==> config.mk <==
export PLATFORM = sky130hd
export DESIGN_NAME = spi_frame_ctrl
export DESIGN_NICKNAME = d
export VERILOG_FILES = /design/src/rtl/spi_ctrl_pkg.sv /design/src/rtl/spi_ctrl_crc8.sv /design/src/rtl/spi_frame_ctrl.sv
export SDC_FILE = /design/constraint.sdc
export NUM_CORES = 1
export LEC_CHECK = 0
export ABC_AREA = 0
export CAP_MARGIN = 25
export CELL_PAD_IN_SITES_DETAIL_PLACEMENT = 1
export CELL_PAD_IN_SITES_GLOBAL_PLACEMENT = 1
export CORE_ASPECT_RATIO = 0.75
export CORE_UTILIZATION = 44
export CTS_CLUSTER_DIAMETER = 120
export DETAILED_ROUTE_END_ITERATION = 7
export PLACE_DENSITY_LB_ADDON = 0.1
export REMOVE_ABC_BUFFERS = 1
export SYNTH_ARGS = -nofsm -noshare
export SYNTH_HDL_FRONTEND = slang
export SYNTH_SLANG_ARGS = --single-unit
==> constraint.sdc <==
create_clock -name i_clk -period 5.5 [get_ports i_clk]
set_input_delay 1.65 -clock i_clk [delete_from_list [all_inputs] [get_ports i_clk]]
set_output_delay 1.65 -clock i_clk [all_outputs]
set_load 0.01 [all_outputs]
==> src/rtl/spi_ctrl_pkg.sv <==
`default_nettype none
// ============================================================================
// Module      : spi_ctrl_pkg
// Description : Shared types, command codes and CRC-8 helper for the SPI
//               frame controller.
// Revision    : 1.0 - initial release
// ============================================================================
package spi_ctrl_pkg;

    typedef enum logic [2:0] {
        ST_IDLE      = 3'd0,
        ST_ADDR      = 3'd1,
        ST_LEN       = 3'd2,
        ST_WDATA     = 3'd3,
        ST_RD_REQ    = 3'd4,
        ST_RD_WAIT   = 3'd5,
        ST_RD_STREAM = 3'd6,
        ST_DRAIN     = 3'd7
    } state_t;

    localparam logic [7:0] CMD_WRITE    = 8'h01;
    localparam logic [7:0] CMD_READ     = 8'h02;
    localparam logic [7:0] TIMEOUT_DATA = 8'hFF;
    localparam logic [7:0] CRC8_POLY    = 8'h07;

    // One byte of MSB-first CRC-8 folded into the running value.
    function automatic logic [7:0] crc8_byte(input logic [7:0] crc, input logic [7:0] data);
        logic [7:0] c;
        c = crc ^ data;
        for (int i = 0; i < 8; i++) begin
            c = c[7] ? ((c << 1) ^ CRC8_POLY) : (c << 1);
        end
        return c;
    endfunction

endpackage
`default_nettype wire

==> src/rtl/spi_ctrl_crc8.sv <==
`default_nettype none
// ============================================================================
// Module      : spi_ctrl_crc8
// Description : Running CRC-8 (poly 0x07, init 0x00) over read-data bytes.
// Revision    : 1.0 - initial release
// ============================================================================
module spi_ctrl_crc8
    import spi_ctrl_pkg::*;
(
    input  logic       i_clk,
    input  logic       i_rst_n,
    input  logic       i_clear,
    input  logic       i_enable,
    input  logic [7:0] i_byte,
    output logic [7:0] o_crc
);

    logic [7:0] r_crc;

    always_ff @(posedge i_clk or negedge i_rst_n) begin
        if (!i_rst_n) begin
            r_crc <= 8'h00;
        end else if (i_clear) begin
            r_crc <= 8'h00;
        end else if (i_enable) begin
            r_crc <= crc8_byte(r_crc, i_byte);
        end
    end

    assign o_crc = r_crc;

endmodule
`default_nettype wire

==> src/rtl/spi_frame_ctrl.sv <==
`default_nettype none
// ============================================================================
// Module      : spi_frame_ctrl
// Description : Parses CS-framed SPI transactions (CMD, ADDR, LEN, data) into
//               register-bus writes/reads; read data returns via tx load.
//               Optional read CRC trailer: define SPI_CTRL_RDCRC_EN.
// Revision    : 1.0 - initial release
// ============================================================================
module spi_frame_ctrl
    import spi_ctrl_pkg::*;
#(
    parameter int ADDR_W      = 8,
    parameter int ACK_TIMEOUT = 64,
    parameter int CNT_W       = 8
) (
    input  logic              i_clk,
    input  logic              i_rst_n,
    input  logic [7:0]        i_rx_data,
    input  logic              i_rx_valid,
    input  logic              i_busy,
    output logic [7:0]        o_tx_data,
    output logic              o_tx_valid,
    output logic [ADDR_W-1:0] o_reg_addr,
    output logic [7:0]        o_reg_wdata,
    output logic              o_reg_wr,
    output logic              o_reg_rd,
    input  logic [7:0]        i_reg_rdata,
    input  logic              i_reg_ack,
    output logic              o_frame_err
);

    localparam int TMO_W = $clog2(ACK_TIMEOUT + 1);

    state_t              r_state, w_state;
    logic [ADDR_W-1:0]   r_addr, w_addr;
    logic [CNT_W-1:0]    r_rem, w_rem;
    logic                r_is_read, w_is_read;
    logic [TMO_W-1:0]    r_tmo, w_tmo;
    logic [ADDR_W-1:0]   r_reg_addr, w_reg_addr;
    logic [7:0]          r_wdata, w_wdata;
    logic [7:0]          r_tx_data, w_tx_data;
    logic                r_tx_valid, w_tx_valid;
    logic                r_wr, w_wr;
    logic                r_rd, w_rd;
    logic                r_err, w_err;

`ifdef SPI_CTRL_RDCRC_EN
    logic                w_crc_clr;
    logic                w_crc_en;
    logic [7:0]          w_crc;

    spi_ctrl_crc8 u_crc8 (
        .i_clk    (i_clk),
        .i_rst_n  (i_rst_n),
        .i_clear  (w_crc_clr),
        .i_enable (w_crc_en),
        .i_byte   (i_reg_rdata),
        .o_crc    (w_crc)
    );
`endif

    always_ff @(posedge i_clk or negedge i_rst_n) begin
        if (!i_rst_n) begin
            r_state    <= ST_IDLE;
            r_addr     <= '0;
            r_rem      <= '0;
            r_is_read  <= 1'b0;
            r_tmo      <= '0;
            r_reg_addr <= '0;
            r_wdata    <= 8'h00;
            r_tx_data  <= 8'h00;
            r_tx_valid <= 1'b0;
            r_wr       <= 1'b0;
            r_rd       <= 1'b0;
            r_err      <= 1'b0;
        end else begin
            r_state    <= w_state;
            r_addr     <= w_addr;
            r_rem      <= w_rem;
            r_is_read  <= w_is_read;
            r_tmo      <= w_tmo;
            r_reg_addr <= w_reg_addr;
            r_wdata    <= w_wdata;
            r_tx_data  <= w_tx_data;
            r_tx_valid <= w_tx_valid;
            r_wr       <= w_wr;
            r_rd       <= w_rd;
            r_err      <= w_err;
        end
    end

    always_comb begin
        w_state    = r_state;
        w_addr     = r_addr;
        w_rem      = r_rem;
        w_is_read  = r_is_read;
        w_tmo      = r_tmo;
        w_reg_addr = r_reg_addr;
        w_wdata    = r_wdata;
        w_tx_data  = r_tx_data;
        w_tx_valid = 1'b0;
        w_wr       = 1'b0;
        w_rd       = 1'b0;
        w_err      = 1'b0;
`ifdef SPI_CTRL_RDCRC_EN
        w_crc_clr  = 1'b0;
        w_crc_en   = 1'b0;
`endif

        // CS release ends the frame and outranks any byte arriving with it.
        if (r_state != ST_IDLE && !i_busy) begin
            w_state = ST_IDLE;
        end else begin
            case (r_state)
                ST_IDLE: begin
                    if (i_rx_valid && i_busy) begin
                        if (i_rx_data == CMD_WRITE || i_rx_data == CMD_READ) begin
                            w_is_read = (i_rx_data == CMD_READ);
                            w_state   = ST_ADDR;
                        end else begin
                            w_err   = 1'b1;
                            w_state = ST_DRAIN;
                        end
                    end
                end
                ST_ADDR: begin
                    if (i_rx_valid) begin
                        w_addr  = ADDR_W'(i_rx_data);
                        w_state = ST_LEN;
                    end
                end
                ST_LEN: begin
                    if (i_rx_valid) begin
                        w_rem = CNT_W'(i_rx_data);
`ifdef SPI_CTRL_RDCRC_EN
                        w_crc_clr = 1'b1;
`endif
                        if (i_rx_data == 8'h00) begin
                            w_state = ST_DRAIN;
                        end else if (r_is_read) begin
                            w_state = ST_RD_REQ;
                        end else begin
                            w_state = ST_WDATA;
                        end
                    end
                end
                ST_WDATA: begin
                    if (i_rx_valid) begin
                        w_wr       = 1'b1;
                        w_wdata    = i_rx_data;
                        w_reg_addr = r_addr;
                        w_addr     = r_addr + ADDR_W'(1);
                        w_rem      = r_rem - CNT_W'(1);
                        if (r_rem == CNT_W'(1)) begin
                            w_state = ST_DRAIN;
                        end
                    end
                end
                ST_RD_REQ: begin
                    w_rd       = 1'b1;
                    w_reg_addr = r_addr;
                    w_tmo      = '0;
                    w_state    = ST_RD_WAIT;
                end
                ST_RD_WAIT: begin
                    if (i_reg_ack) begin
                        w_tx_data  = i_reg_rdata;
                        w_tx_valid = 1'b1;
                        w_addr     = r_addr + ADDR_W'(1);
                        w_rem      = r_rem - CNT_W'(1);
`ifdef SPI_CTRL_RDCRC_EN
                        w_crc_en   = 1'b1;
`endif
                        w_state    = ST_RD_STREAM;
                    end else if (r_tmo == TMO_W'(ACK_TIMEOUT - 1)) begin
                        w_tx_data  = TIMEOUT_DATA;
                        w_tx_valid = 1'b1;
                        w_err      = 1'b1;
                        w_state    = ST_DRAIN;
                    end else begin
                        w_tmo = r_tmo + TMO_W'(1);
                    end
                end
                ST_RD_STREAM: begin
                    // The master's dummy byte has shifted the loaded data out.
                    if (i_rx_valid) begin
                        if (r_rem != '0) begin
                            w_state = ST_RD_REQ;
                        end else begin
`ifdef SPI_CTRL_RDCRC_EN
                            w_tx_data  = w_crc;
                            w_tx_valid = 1'b1;
`endif
                            w_state = ST_DRAIN;
                        end
                    end
                end
                ST_DRAIN: begin
                    w_state = ST_DRAIN;
                end
                default: begin
                    w_state = ST_IDLE;
                end
            endcase
        end
    end

    assign o_tx_data   = r_tx_data;
    assign o_tx_valid  = r_tx_valid;
    assign o_reg_addr  = r_reg_addr;
    assign o_reg_wdata = r_wdata;
    assign o_reg_wr    = r_wr;
    assign o_reg_rd    = r_rd;
    assign o_frame_err = r_err;

endmodule
`default_nettype wire

* After elaboration in Yosys (flattened, before gate mapping)
Cells that the tools add are included.
** Operators by class
- Muxes and demuxes :: 42
- Equal/unequal tests :: 24
- Bitwise gates (word level) :: 1
- Add/sub/neg operators :: 3
- Reduce and logical (&&, ||, !) cells :: 21
** Operator list (count)
- 8-bit two-way mux :: 8
- 8-bit case mux with 3 select lines :: 2
- 3-bit two-way mux :: 12
- 3-bit case mux with 8 select lines :: 1
- 3-bit inequality test (second input constant) :: 6
- 8-bit by 1-bit equality test with 1-bit output (second input constant) :: 2
- 8-bit case mux with 2 select lines :: 1
- 7-bit two-way mux :: 2
- 7-bit case mux with 2 select lines :: 1
- 1-bit two-way mux :: 13
- 3-bit equality test (second input constant) :: 4
- 2-bit inequality test (second input constant) :: 6
- 5-bit AND reduction :: 2
- 3-bit AND reduction :: 3
- 3-bit nonzero test :: 3
- 8-bit by 1-bit adder with 8-bit output (second input constant) :: 1
- 8-bit by 2-bit equality test with 1-bit output (second input constant) :: 1
- 8-bit logical NOT :: 1
- 4-bit AND reduction :: 2
- 8-bit nonzero test :: 1
- 8-bit by 1-bit subtractor with 8-bit output (second input constant) :: 1
- 7-bit by 1-bit adder with 7-bit output (second input constant) :: 1
- 7-bit by 6-bit equality test with 1-bit output (second input constant) :: 1
- 7-bit AND reduction :: 1
- 11 further kinds :: 15
** Word-level totals
- Register bits :: 55
- Word-level logic and storage cells :: 103
- Input port bits :: 21
- Output and inout port bits :: 28

* Depth between registers and ports, before layout
- Depth after elaboration :: 6
- Gate-level depth with buffers :: 8
- Mapped depth without buffers :: 6

* Worst setup path before layout
No wires, ideal clock.
- Kind :: input to register
- From :: input port i_rx_data[5]
- To :: register r_state[2]
- Required time :: 5375 ps
- Setup slack :: 2541 ps
- Stages :: 5
- Setup time :: 125 ps
- Data arrival time :: 2835 ps
- Path through :: or4_4 > nand3b_4 > a211oi_2 > nor2_1 > mux2_2
** On the way
- Longest elaborated chain between the ends :: 6
- Elaborated cells between the ends (all ways) :: 10
- Those cells by class :: eq/ne (2); mux (6); reduce/logical (2)
** RTL lines
- from (decl) :: RTL line spi_frame_ctrl.sv:18 : input logic [7:0] i_rx_data,
- 8-bit by 1-bit equality test with 1-bit output / 8-bit by 2-bit equality test with 1-bit output (equally long branches) :: RTL line spi_frame_ctrl.sv:117 : if (i_rx_data == CMD_WRITE || i_rx_data == CMD_READ) begin
- 1-bit logical OR :: RTL line spi_frame_ctrl.sv:117
- 3-bit two-way mux :: RTL line spi_frame_ctrl.sv:117
- 3-bit two-way mux :: RTL line spi_frame_ctrl.sv:116 : if (i_rx_valid && i_busy) begin
- 3-bit case mux with 8 select lines (*) :: RTL line spi_frame_ctrl.sv:114 : case (r_state)
- 3-bit two-way mux (*) :: RTL line spi_frame_ctrl.sv:111 : if (r_state != ST_IDLE && !i_busy) begin
- to (signal assigned) :: RTL line spi_frame_ctrl.sv:77 : r_state <= w_state;
- to (decl) :: RTL line spi_frame_ctrl.sv:34 : state_t r_state, w_state;
Every way passes the cells marked *; elsewhere a longest branch is shown, timed or not. The select of a mux whose other input is x is not followed.
A chain may end at the register's enable or synchronous reset.

* Worst setup path after layout
- From :: input port i_busy
- To :: register r_addr[2]
** On the way
- Longest elaborated chain between the ends :: 4
** RTL lines
- from (decl) :: RTL line spi_frame_ctrl.sv:20 : input logic i_busy,
- 1-bit logical NOT :: RTL line spi_frame_ctrl.sv:111
- 1-bit logical AND :: RTL line spi_frame_ctrl.sv:111
- 1-bit inverter (no line)
- 5-bit AND reduction (no line)
- to (signal assigned) :: RTL line spi_frame_ctrl.sv:78 : r_addr <= w_addr;
- to (decl) :: RTL line spi_frame_ctrl.sv:35 : logic [ADDR_W-1:0] r_addr, w_addr;
No other way between the ends.

==> qor_table.md <==
| Parameter | Reported | Unit |
|---|---|---|
| DIE HEIGHT | 71.4 | um |
| Sequence of cells on the critical path | clkdlybuf4s50_1, nand2_1, nor2_1, o21ai_0, a22oi_1 | - |
| Total of max-cap violations | 0 | - |
| Number of buffers added by the clock tree synthesis step | 5 | - |
| Period Utilization, post-route | 63.4 | % |
| Pin count of the biggest net entering global routing | 56 | - |
| Final critical delay including setup and external delays | 3.49 | ns |
| Setup TNS after final layout | 0 | ns |
| Starting DRT DRC Count | 141 | - |
| Die area | 6750 | um^2 |
| Global Route met2 Usage | 37.0 | % |
| DRT Wirelength | 7410 | um |
| Total number of yosys warnings | 0 | - |
| H-tree Lvls | 2 | - |
| Aggregate global-route resource usage | 24.4 | % |
| Path class of the lowest-slack min-delay path | register to register | - |
| Number of hold buffers added after CTS | 0 | - |
| Synthesized instance count | 280 | - |
| Clock Skews | 0.00516 | ns |
| Post-place instance area | 3340 | um^2 |
| Vias in the first global route | 2409 | - |
| Area taken by flip-flops and latches | 1380 | um^2 |
| Area grow syn2layout | 21.6 | % |
| Initial antenna violation count | 0 | - |
| Sequential area share after synthesis | 48.7 | % |
| Reg clk slew, reported paths | 0.10 | ns |
| Footprint of the multi-input gates | 1340 | um^2 |
| Port Buf Inserts | 48 | - |
| Routing usage on met1 | 35.7 | % |
| Endpoints failing hold | 0 | - |
| First-pass GRT wire length | 12500 | um |
| Met3 layer usage reported by global route | 4.99 | % |
| Headroom to the max-slew limit | 36.2 | % |
| Largest cells by area after synthesis | dfrtp_1, mux2_2, nand2_1 | - |
| Highest ir drop seen on vdd | 219 | uV |
| Nets | 350 | - |
| Num Clock Sinks | 55 | - |
| Crit path kind | input pin to register | - |
| Buffer depth of the longest clock path | 2 | - |
| Most common library cell in the layout ignoring fill and taps | dfrtp_1 | - |
| Final Slew Violations | 0 | - |
| Summed instance area of the synthesized netlist | 2830 | um^2 |
| Floorplan Core Area | 6010 | um^2 |
| Later-pin clock latency in the skew report | 0.32 | ns |
| Data arrival time at the worst-slack endpoint | 3.73 | ns |
| Required arrival time at the worst endpoint | 5.74 | ns |
| Number of routed nets with antenna violations | 0 | - |
| Antenna diodes | 0 | - |
| Standard-cell row count | 24 | - |
| Crit-path slowest cell | nor2_1 | - |
| Routed length per instance | 18.4 | um |
| Root buffer cell | clkbuf_8 | - |
| Number of flip-flops and latches in the synthesized netlist | 55 | - |
| Number of buffers added for setup after CTS | 0 | - |
| Commonest cells after routing, fill and taps aside | dfrtp_1, clkdlybuf4s50_1, nand2_1 | - |
| Cell taking the most area after synthesis | dfrtp_1 | - |
| Final Core Density | 57.3 | % |
| Share of post-route cells with drive strength above 1 | 12.3 | % |
| Horizontal die dimension | 94.5 | um |
| TritonCTS clock tree | built | - |
| Count of TritonRoute iterations in the first routing pass | 4 | - |
| Worst slack on hold paths | 0.516 | ns |
| Kind of launch point of the worst setup path | input pin | - |
| Resized cells post-CTS | 0 | - |
| Count of unresolved DRC violations after routing | 0 | - |
| Status | completed | - |
| Critical-path maximum fanout | 15 | - |
| Proportion of netlist area held by the largest area contributor | 48.7 | % |
| Final RePlAce weighted congestion | 0.830 | - |
| Top Usage Layer GRT | met2 | - |
| Routed via count | 2282 | - |
| HPWL reported at the end of detailed placement | 5380 | um |
| Type of destination of the critical path | register | - |
| Slowest Stage Delay on Critical Path | 0.79 | ns |
| Count of flip-flops with a built-in enable after synthesis | 0 | - |
| Distinct cell type count of the synthesized netlist | 59 | - |
| Starting density of the core | 47.1 | % |
| Total power divided by cell area | 497 | nW/um^2 |
| Maximum operating frequency | 287 | MHz |
| Top_reg_cell synth | dfrtp_1 | - |
| RSZ-0062 raised after global routing | no | - |
| Vias per cell | 5.66 | - |
| # fillers | 671 | - |
| Average size of a mapped cell | 10.1 | um^2 |
| Count of final setup violators | 0 | - |
| Post-layout instance area | 3440 | um^2 |
| Lkg Pwr | 1.42 | nW |
| Slew of the pin with the lowest slew margin | 0.954 | ns |
| Proportion of register bits with asynchronous set or reset after synthesis | 100 | % |
| Ports | 49 | - |
| Sum of overflow across all layers after global routing | 0 | - |
kinds of logic (layout without fill, tap and decap cells):
group,Yosys count,count (layout),share of synthesized area (%)
simple gates,98,98,18.6
compound gates,76,76,17.8
flops,55,55,48.7
buf+inv,23,68,3.85
mux,20,20,7.84
fa+ha+maj,5,5,2.21
xor+xnor,3,3,0.930
routing by layer:
layer / part of all wire [%] / vias to the layer above / routed length (um)
met5: 0 / - / 0
li1: - / 1097 / -
met1: 50 / 1142 / 3710
met4: 0.78 / 0 / 58
met3: 3.9 / 5 / 289
met2: 45 / 38 / 3350
sequential cells by signal (all words and copies together), names as in the netlist:
name         cells
o_reg_addr       8
o_reg_wr         1
r_addr           8
o_reg_wdata      8
o_frame_err      1
r_is_read        1
o_reg_rd         1
r_tmo            7
r_rem            8
r_state          3
o_tx_valid       1
o_tx_data        8
through the flow:
stage	setup WS [ns]	power [mW]	cells
global route	1.84	1.83	403
CTS	2.05	1.72	403
finish	2.01	1.71	403
floorplan	2.54	1.11	268
detailed placement	1.73	1.47	395
global placement	1.85	1.43	395
power by group:
group	internal (mW)	switching, mW
clock	0.103	0.142
sequential	0.566	0.162
combinational	0.382	0.353
total	1.05	0.656
final cells by class:
cell class / count / share of cell area (%)
Clock buffer: 6 / 2.40
Clock inverter: 2 / 0.473
Inverter: 11 / 1.20
Multi-Input combinational cell: 202 / 39.0
Sequential cell: 55 / 40.0
Tap cell: 78 / 2.84
Timing Repair Buffer: 49 / 14.0
final timing paths:
kind	from	end	slack [ns]	cells past startpoint
max	i_busy	r_addr[2]	2.01	5
min	o_tx_data[4]	o_tx_data[4]	0.52	1
max reg2reg	r_state[2]	r_addr[4]	3.02	5
min reg2reg	o_tx_data[4]	o_tx_data[4]	0.52	1
max in group asynchronous	i_rst_n	r_rem[2]	3.56	2
min in group asynchronous	i_rst_n	r_tmo[2]	1.45	2
cells in the mapped netlist (3+ instances only):
cell and number:
nand2_1 26, ha_1 5, inv_1 11, a21oi_1 18
nand3_1 14, a22oi_1 3, a31oi_1 5, mux2_2 17
o22ai_1 3, o21ai_0 15, o22a_1 9, nor2_1 21
o21ai_1 5, buf_2 9, nor2b_1 5, nor3_1 5
mux2i_1 3, dfrtp_1 55
worst max-delay path: cells and delay by family:
| family | cells | cell delay (ns) |
|---|---|---|
| and+or+nand+nor | 2 | 0.96 |
| buffers and inverters | 1 | 0.71 |
| AOI/OAI and AO/OA | 2 | 0.41 |
(Power assumes the default switching activity.)
